### config.mk
export PLATFORM = sky130hd
export DESIGN_NAME = vga_timing_gen
export DESIGN_NICKNAME = d
export VERILOG_FILES = /design/src/rtl/vga_timing_gen.sv
export SDC_FILE = /design/constraint.sdc
export NUM_CORES = 1
export LEC_CHECK = 0
export BUFFER_PORTS_ARGS = -buffer_cell sky130_fd_sc_hd__buf_2
export CORE_UTILIZATION = 47
export DETAILED_ROUTE_END_ITERATION = 8
export MAX_ROUTING_LAYER = met4
export PLACE_DENSITY = 0.85
export SLEW_MARGIN = 10
export SYNTH_ARGS = -nofsm -noshare
export SYNTH_HDL_FRONTEND = slang
export SYNTH_SLANG_ARGS = --single-unit
### constraint.sdc
create_clock -name clk50m -period 2 [get_ports clk50m]
set_input_delay 0.4 -clock clk50m [delete_from_list [all_inputs] [get_ports clk50m]]
set_output_delay 0.4 -clock clk50m [all_outputs]
set_load 0.05 [all_outputs]
### src/rtl/vga_timing_gen.sv
// VGA raster timing generator with programmable pixel-clock divider and a
// four-way pattern source, driving the ADV7123 DAC pins on the DE2 board.
module vga_timing_gen #(
    parameter int   CLK_DIV  = 2,
    parameter int   H_ACTIVE = 640,
    parameter int   H_FP     = 16,
    parameter int   H_SYNC   = 96,
    parameter int   H_BP     = 48,
    parameter int   V_ACTIVE = 480,
    parameter int   V_FP     = 10,
    parameter int   V_SYNC   = 2,
    parameter int   V_BP     = 33,
    parameter logic HS_POL   = 1'b0,
    parameter logic VS_POL   = 1'b0,
    parameter int   CHK_LOG2 = 5,
    parameter int   COLOR_W  = 10
) (
    input  logic               clk50m,
    input  logic               rst,
    input  logic [1:0]         mode,
    input  logic [COLOR_W-1:0] ext_r,
    input  logic [COLOR_W-1:0] ext_g,
    input  logic [COLOR_W-1:0] ext_b,
    output logic [11:0]        pix_x,
    output logic [11:0]        pix_y,
    output logic               pix_req,
    output logic               frame_start,
    output logic               VGA_CLK,
    output logic               VGA_HS,
    output logic               VGA_VS,
    output logic               VGA_BLANK,
    output logic               VGA_SYNC,
    output logic [COLOR_W-1:0] VGA_R,
    output logic [COLOR_W-1:0] VGA_G,
    output logic [COLOR_W-1:0] VGA_B
);

    localparam int H_TOTAL = H_ACTIVE + H_FP + H_SYNC + H_BP;
    localparam int V_TOTAL = V_ACTIVE + V_FP + V_SYNC + V_BP;
    localparam int DW      = $clog2(CLK_DIV);
    localparam int BAR_W   = H_ACTIVE / 8;

    logic [DW-1:0]      dcnt;
    logic [DW-1:0]      dcnt_nxt;
    logic               pe;
    logic [11:0]        hcnt;
    logic [11:0]        vcnt;
    logic               h_wrap;
    logic               v_wrap;
    logic               first_px;
    logic [11:0]        bar_pos;
    logic [2:0]         bar_idx;
    logic [1:0]         mode_q;
    logic [1:0]         mode_eff;
    logic               hs_on;
    logic               vs_on;
    logic               chk;
    logic [COLOR_W-1:0] src_r;
    logic [COLOR_W-1:0] src_g;
    logic [COLOR_W-1:0] src_b;

    assign pe       = (dcnt == DW'(CLK_DIV - 1));
    assign dcnt_nxt = pe ? '0 : dcnt + 1'b1;

    // VGA_CLK follows the next divider state so it falls as new pixel data
    // lands and rises mid-pixel, centring the DAC setup window.
    always_ff @(posedge clk50m) begin
        if (rst) begin
            dcnt    <= '0;
            VGA_CLK <= 1'b0;
        end else begin
            dcnt    <= dcnt_nxt;
            VGA_CLK <= (dcnt_nxt >= DW'(CLK_DIV / 2));
        end
    end

    assign h_wrap   = (hcnt == 12'(H_TOTAL - 1));
    assign v_wrap   = (vcnt == 12'(V_TOTAL - 1));
    assign first_px = (hcnt == 12'd0) && (vcnt == 12'd0);

    always_ff @(posedge clk50m) begin
        if (rst) begin
            hcnt    <= '0;
            vcnt    <= '0;
            bar_pos <= '0;
            bar_idx <= '0;
            mode_q  <= '0;
        end else if (pe) begin
            hcnt <= h_wrap ? 12'd0 : hcnt + 12'd1;
            if (h_wrap)
                vcnt <= v_wrap ? 12'd0 : vcnt + 12'd1;
            if (h_wrap) begin
                bar_pos <= '0;
                bar_idx <= '0;
            end else if (bar_pos == 12'(BAR_W - 1)) begin
                bar_pos <= '0;
                bar_idx <= bar_idx + 3'd1;
            end else begin
                bar_pos <= bar_pos + 12'd1;
            end
            if (first_px)
                mode_q <= mode;
        end
    end

    assign pix_x    = hcnt;
    assign pix_y    = vcnt;
    assign pix_req  = ({1'b0, hcnt} < 13'(H_ACTIVE)) && ({1'b0, vcnt} < 13'(V_ACTIVE));
    assign hs_on    = ({1'b0, hcnt} >= 13'(H_ACTIVE + H_FP)) &&
                      ({1'b0, hcnt} <  13'(H_ACTIVE + H_FP + H_SYNC));
    assign vs_on    = ({1'b0, vcnt} >= 13'(V_ACTIVE + V_FP)) &&
                      ({1'b0, vcnt} <  13'(V_ACTIVE + V_FP + V_SYNC));
    // The first pixel of a frame already uses the newly sampled mode.
    assign mode_eff = first_px ? mode : mode_q;
    assign chk      = hcnt[CHK_LOG2] ^ vcnt[CHK_LOG2];
    assign VGA_SYNC = 1'b0;

    always_comb begin
        src_r = '0;
        src_g = '0;
        src_b = '0;
        case (mode_eff)
            2'd1: begin
                src_r = {COLOR_W{~bar_idx[1]}};
                src_g = {COLOR_W{~bar_idx[2]}};
                src_b = {COLOR_W{~bar_idx[0]}};
            end
            2'd2: begin
                src_r = {COLOR_W{chk}};
                src_g = {COLOR_W{chk}};
                src_b = {COLOR_W{chk}};
            end
            2'd3: begin
                src_r = ext_r;
                src_g = ext_g;
                src_b = ext_b;
            end
            default: begin
                src_r = '0;
                src_g = '0;
                src_b = '0;
            end
        endcase
    end

    always_ff @(posedge clk50m) begin
        if (rst) begin
            VGA_HS      <= ~HS_POL;
            VGA_VS      <= ~VS_POL;
            VGA_BLANK   <= 1'b0;
            VGA_R       <= '0;
            VGA_G       <= '0;
            VGA_B       <= '0;
            frame_start <= 1'b0;
        end else begin
            frame_start <= pe && h_wrap && v_wrap;
            if (pe) begin
                VGA_HS    <= hs_on ? HS_POL : ~HS_POL;
                VGA_VS    <= vs_on ? VS_POL : ~VS_POL;
                VGA_BLANK <= pix_req;
                VGA_R     <= pix_req ? src_r : '0;
                VGA_G     <= pix_req ? src_g : '0;
                VGA_B     <= pix_req ? src_b : '0;
            end
        end
    end

endmodule

==> results of run 1 <==
[what timing repair did]
action / 4_1_cts / 5_1_grt
gates resized for setup: 4 / 5
endpoints found under the setup margin: 32 / 44
setup buffers: 3 / 1
pin swaps: 3 / 2
[stage by stage]
step                      cell area (um2)  cells  power (mW)
after floorplan                      3520    380        1.93
after global placement               4270    580        2.05
after detailed placement             4270    580        2.06
after CTS                            4530    599        3.28
after global routing                 4550    600        3.38
final                                4550    600        3.27
[kinds of logic after synthesis]
logic type | synth area share
AO/OA/AOI/OAI | 0.101
AND/OR/NAND/NOR | 0.292
other | 0.00110
buffers and inverters | 0.0363
adder cells (fa/ha/maj) | 0.0220
multiplexers | 0.0117
XOR/XNOR | 0.0899
flip-flops | 0.446
[worst paths after layout]
check	startpoint	end	slack (ps)	cells after the start
max	pix_x[5]$_SDFFE_PP0P_	VGA_R[6]$_SDFFE_PP0P_	-30	6
min	ext_g[5]	VGA_G[5]$_SDFFE_PP0P_	240	2
max reg2reg	pix_x[5]$_SDFFE_PP0P_	VGA_R[6]$_SDFFE_PP0P_	-30	6
min reg2reg	VGA_VS$_SDFFE_PP1P_	VGA_VS$_SDFFE_PP1P_	490	2
[critical path, cell delays in order (launching register included)]
cell	delay [ps]
dfxtp_4	340
or3_4	390
nor4b_2	270
nand4_1	210
mux2i_2	230
buf_12	170
a211o_1	290
[cells in the final DEF, fill, tap and decap left out, types with 6 or more instances in the layout]
cell       n
xor2_1    23
inv_1      8
nor3_1     6
dfxtp_1   58
and2_1    32
buf_2     92
buf_4     30
nand2_1   25
xnor2_1   12
clkbuf_8  10
nand3_1   15
a211o_1   30
nor2_1    52
nand4_1   18
dfxtp_2   13
[power by group through the flow]
stage	registers (mW)	logic, mW	clock network [mW]
after floorplan	1.79	0.137	0
after global placement	1.63	0.423	0
after detailed placement	1.63	0.435	0
after CTS	1.59	0.439	1.25
after global routing	1.60	0.464	1.32
final	1.59	0.439	1.24
[sequential cells by signal, summed over array words and instances, names as in the netlist]
signal	cells
bar_pos	12
pix_x	12
pix_y	12
VGA_B	10
VGA_G	10
VGA_R	10
bar_idx	3
mode_q	2
VGA_BLANK	1
VGA_CLK	1
VGA_HS	1
VGA_VS	1
frame_start	1
[synthesized netlist by cell type (all sizes together)]
cell type,instances
dfxtp,76
nor2,55
and2,32
a211o,30
nand2,25
xor2,23
nand4,18
nand3,15
clkbuf,12
xnor2,12
nor3,9
nor4,9
inv,8
buf,7
ha,6
a21oi,5
and3,5
o21ai,5
mux2i,4
o211ai,4
and4,3
nand2b,3
nand4b,3
and4b,2
nor4b,2
or3,2
or4,2
conb,1
nand4bb,1
nor2b,1
[per-layer routing]
metal,share of wire,vias to the layer above,global-route usage
met5,0,-,-
met4,0.028,0,0.118
met3,0.053,22,0.0455
met2,0.51,100,0.397
met1,0.41,1511,0.283
li1,-,1565,-
[cell type report]
type	count	area, um2	area share
well taps	96	120	0.0264
clock buffers	10	138	0.0302
repair buffers	127	773	0.170
multi-input cells	277	1870	0.410
clock inverters	6	70.1	0.0154
inverters	8	30.0	0.00659
flip-flops and latches	76	1560	0.342
==> impl_metrics.csv, run 1 <==
group,metric,value,unit
clocking,cts_made_buffers,9,
synth,ys_seq_area_frac,0.446,
clocking,clock_path_buffers,2,
clocking,h-tree-depth,3,
sta,hold_viol_final,0,
sta,setup_ws,-27.0,ps
finish,nets,539,
drt,wire_per_inst,14.5,um
die,rows,30,
sta,setup_viol,20,
synth,synth_cell_types,37,
die,core,6910,um2
clocking,clk_pin_slew,90,ps
placement,place_congestion,0.870,
grt,grt_pass1_wl,13.8,mm
power_and_ir_drop,p_comb_frac,0.134,
grt,grt_overflow_total,0,
setup_path,cp-end-kind,"register",
power_and_ir_drop,p_per_area,719,nW/um2
drt,drcViolationCount,0,
setup_path,startpoint_type,"register",
grt,grt_max_degree,32,
power_and_ir_drop,p_sw_frac,0.289,
synth,synth_cells,380,
finish,drive_gt1_frac,0.357,
min_path,hp-class,"in -> reg",
finish,diodes,0,
clocking,clock_latency,360,ps
sta,fin_crit_sh,1.01,
finish,syn_to_final_growth,33.5,%
synth,synthTopCellsByArea,"dfxtp_1 (45%), a211o_1 (7.7%), xor2_1 (5.9%), and2_1 (5.9%), nor2_1 (5.7%)",
synth,avgSynthCellArea,8.98,um2
sta,worst_clock_skew,13.8,ps
clocking,tritoncts,"done",
clocking,root_buffer,"clkbuf_8",
sta,finalSetupTns,-251,ps
finish,final_util,0.659,
placement,io_buffers,93,
power_and_ir_drop,leakage,2.28,nW
power_and_ir_drop,p_clk_frac,0.380,
drt,detail-route-antenna-nets,0,
setup_path,critPathMaxFanout,30,
sta,report.final.slew_viol_count,0,
synth,yosysTopAreaCellShare,0.446,
power_and_ir_drop,p_int,2.33,mW
power_and_ir_drop,p_sw,0.948,mW
setup_path,critical_path_class,"reg -> reg",
sta,rsz0062_at_grt,"yes",
die,start_util,0.494,
sta,fmax,493,MHz
clocking,cts.sink_count,76,
run,drv_cap,0,
grt,grt_pass1_vias,3083,
synth,synth_largest_area_cell,"dfxtp_1",
run_status,failed_checks,"setup timing",
setup_path,worst_ep_required_time,2240,ps
power_and_ir_drop,ir_drop,0.000549,V
synth,syn_area,3410,um2
placement,dp_hpwl,6.20,mm
setup_path,critPathArrivalTime,2260,ps
die,die_h,87.2,um
drt,vias,3198,
drt,drtIter0Drc,240,
die,die_w,87.2,um
synth,ys_ff_latch,76,
run_status,status,"complete, but fails checks",
grt,track_usage,0.241,
die,die_area,7600,um2
drt,drt-vias-per-instance,5.33,
synth,yosysWarnings,0,
die,io_pins,95,
finish,fillerInstances,555,
synth,synth_nets,420,
drt,first_pass_iters,4,
power_and_ir_drop,seq_power_share,0.487,
clocking,holdBufCountCts,0,
drt,routed_wl,8.69,mm
grt,grt_antenna_before_repair,0,
placement,dpl_worst_slack,-141,ps
sta,post-route-min-period,2030,ps
sta,whs,239,ps
Power figures use the tool's default switching activity.
==> run 2: changes to the inputs <==
Settings changed: CELL_PAD_IN_SITES_DETAIL_PLACEMENT set to 1, CELL_PAD_IN_SITES_GLOBAL_PLACEMENT set to 2, CORE_UTILIZATION 47 to 27, PLACE_DENSITY 0.85 to 0.83.
==> run 2 against run 1 <==
The flow still finishes with violations (setup timing). Non-clock buffer count increased by 11. Critical endpoint is now pix_y[11]$_SDFFE_PP0P_. Largest power group is now clock. Register-to-register slack about the same. Fmax increased by 0.36%. First-iteration DRC count decreased by 40%. Global-route usage decreased by 7.5 points. Critical path depth increased by 1. Clock-buffer cell count unchanged. Core utilization decreased by 26 points. Clock skew decreased by 7.0 ps. Sequential power about the same. Total power increased by 12%. Via count increased by 0.75%.
==> impl_metrics.csv, run 2 (synthesis results as in run 1) <==
group,metric,value,unit
drt,wire_per_inst,15.0,um
setup_path,cp-end-kind,"register",
die,die_h,114,um
run_status,status,"complete, but fails checks",
placement,io_buffers,93,
finish,drive_gt1_frac,0.383,
sta,hold_viol_final,0,
grt,grt_antenna_before_repair,0,
finish,multi_input_area,1920,um2
sta,fin_crit_sh,1.01,
finish,regArea,1560,um2
die,rows,40,
setup_path,critPathMaxFanout,7,
sta,fmax,495,MHz
setup_path,cp_slowest_stage_delay,500,ps
setup_path,cp_slowest_cell,"or4_4",
setup_path,critical_path_class,"reg -> reg",
setup_path,startpoint_type,"register",
setup_path,critPathArrivalTime,2250,ps
drt,detail-route-antenna-nets,0,
power_and_ir_drop,p_clk_frac,0.440,
finish,diodes,0,
clocking,h-tree-depth,3,
run,drv_cap,0,
finish,final_cell_mix,"buf_2 (92), dfxtp_1 (56), nor2_1 (52)",
placement,placed_cell_area,4450,um2
sta,finalSetupTns,-19.6,ps
sta,rsz0062_at_grt,"yes",
clocking,clk_pin_slew,60,ps
grt,grt_pass1_wl,16.4,mm
drt,first_pass_iters,4,
placement,dp_hpwl,7.56,mm
power_and_ir_drop,ir_drop,0.000358,V
die,start_util,0.280,
drt,routed_wl,10.3,mm
sta,post-route-min-period,2020,ps
finish,nets,550,
grt,track_usage,0.166,
grt,grt_pass1_vias,3280,
clocking,cts_made_buffers,9,
run_status,failed_checks,"setup timing",
finish,fillerInstances,1418,
finish,final_common_cell,"buf_2",
die,die_area,13100,um2
drt,drt-vias-per-instance,4.72,
die,die_w,114,um
clocking,tritoncts,"done",
power_and_ir_drop,p_int,2.68,mW
grt,grt_max_degree,32,
die,io_pins,95,
power_and_ir_drop,p_comb_frac,0.123,
drt,vias,3222,
setup_path,worst_ep_required_time,2230,ps
sta,relSlewSlack,0.665,
min_path,hp-class,"in -> reg",
sta,worst_clock_skew,6.79,ps
drt,drcViolationCount,0,
power_and_ir_drop,leakage,2.40,nW
grt,grt_overflow_total,0,
sta,setup_ws,-19.6,ps
sta,tightest_slew,501,ps
finish,syn_to_final_growth,43.1,%
die,core,12200,um2
power_and_ir_drop,seq_power_share,0.437,
power_and_ir_drop,p_sw_frac,0.269,
clocking,root_buffer,"clkbuf_16",
power_and_ir_drop,p_sw,0.985,mW
clocking,cts.sink_count,76,
clocking,clock_latency,340,ps
placement,place_congestion,0.796,
setup_path,reg2reg_slack,-20,ps
power_and_ir_drop,p_per_area,751,nW/um2
sta,setup_viol,1,
sta,report.final.slew_viol_count,0,
finish,stdcell_area,4880,um2
setup_path,path_cells,"or3_4, buf_6, or4_4, buf_12, nor4_4, xnor2_1, nor2_1",
clocking,clock_path_buffers,2,
drt,drtIter0Drc,144,
clocking,holdBufCountCts,0,
[run 2: cell count changes in the layout (fill, tap and decap cells not counted), sizes merged]
cell / delta
buf: +12
inv: -2
clkinvlp: -1
clkinv: +3
clkbuf: -1
[run 2: metal layers]
metal	share of wire	track usage	vias up
li1	-	-	1583
met1	0.43	0.191	1564
met3	0.028	0.0296	18
met2	0.52	0.283	57
met4	0.021	0.0701	0
met5	0	-	-
[run 2: through the flow]
step           std cells  power, mW   util  hold slack [ps]  worst slack (ps)
6_report             683       3.67  0.401              259             -19.6
3_3_place_gp         662       2.07  0.366              474              40.0
4_1_cts              678       3.70  0.391              255             -18.1
3_5_place_dp         662       2.08  0.366              500             -8.68
5_1_grt              683       3.80  0.401              264              -105
2_1_floorplan        380       1.93      -              458             -76.1
[run 2: final cells by class]
type                            count  share of cell area
Timing Repair Buffer              138               0.178
Tap cell                          168              0.0431
Sequential cell                    76               0.319
Inverter                            8             0.00615
Clock inverter                      6              0.0131
Clock buffer                       10              0.0469
Multi-Input combinational cell    277               0.393
[run 2: path summary, 6_finish.rpt]
kind	startpoint	endpoint	cells past startpoint
hold reg to reg	bar_idx[1]$_SDFFE_PP0P_	bar_idx[1]$_SDFFE_PP0P_	2
hold / removal	ext_r[2]	VGA_R[2]$_SDFFE_PP0P_	2
setup reg to reg	pix_x[5]$_SDFFE_PP0P_	pix_y[11]$_SDFFE_PP0P_	7
setup / recovery	pix_x[5]$_SDFFE_PP0P_	pix_y[11]$_SDFFE_PP0P_	7
[run 2: timing repair]
item                                    in CTS  in global routing
resized for setup                            5                 20
endpoints found under the setup margin       9                 37
buffers inserted                             0                  5
pin swaps                                    2                  7
[run 2: power by group through the flow]
| stage | logic [mW] | clock network [mW] | registers [mW] |
|---|---|---|---|
| 5_1_grt | 0.482 | 1.71 | 1.61 |
| 2_1_floorplan | 0.137 | 0 | 1.79 |
| 3_5_place_dp | 0.444 | 0 | 1.63 |
| 6_report | 0.452 | 1.61 | 1.60 |
| 4_1_cts | 0.447 | 1.65 | 1.60 |
| 3_3_place_gp | 0.435 | 0 | 1.63 |
[run 2: critical path: cells and delay by family, from the launching register on]
kind                      cells  cell delay [ps]
and+or+nand+nor               4             1110
DFF                           1              330
buffers and inverters         2              300
xor gates and xnor gates      1              160
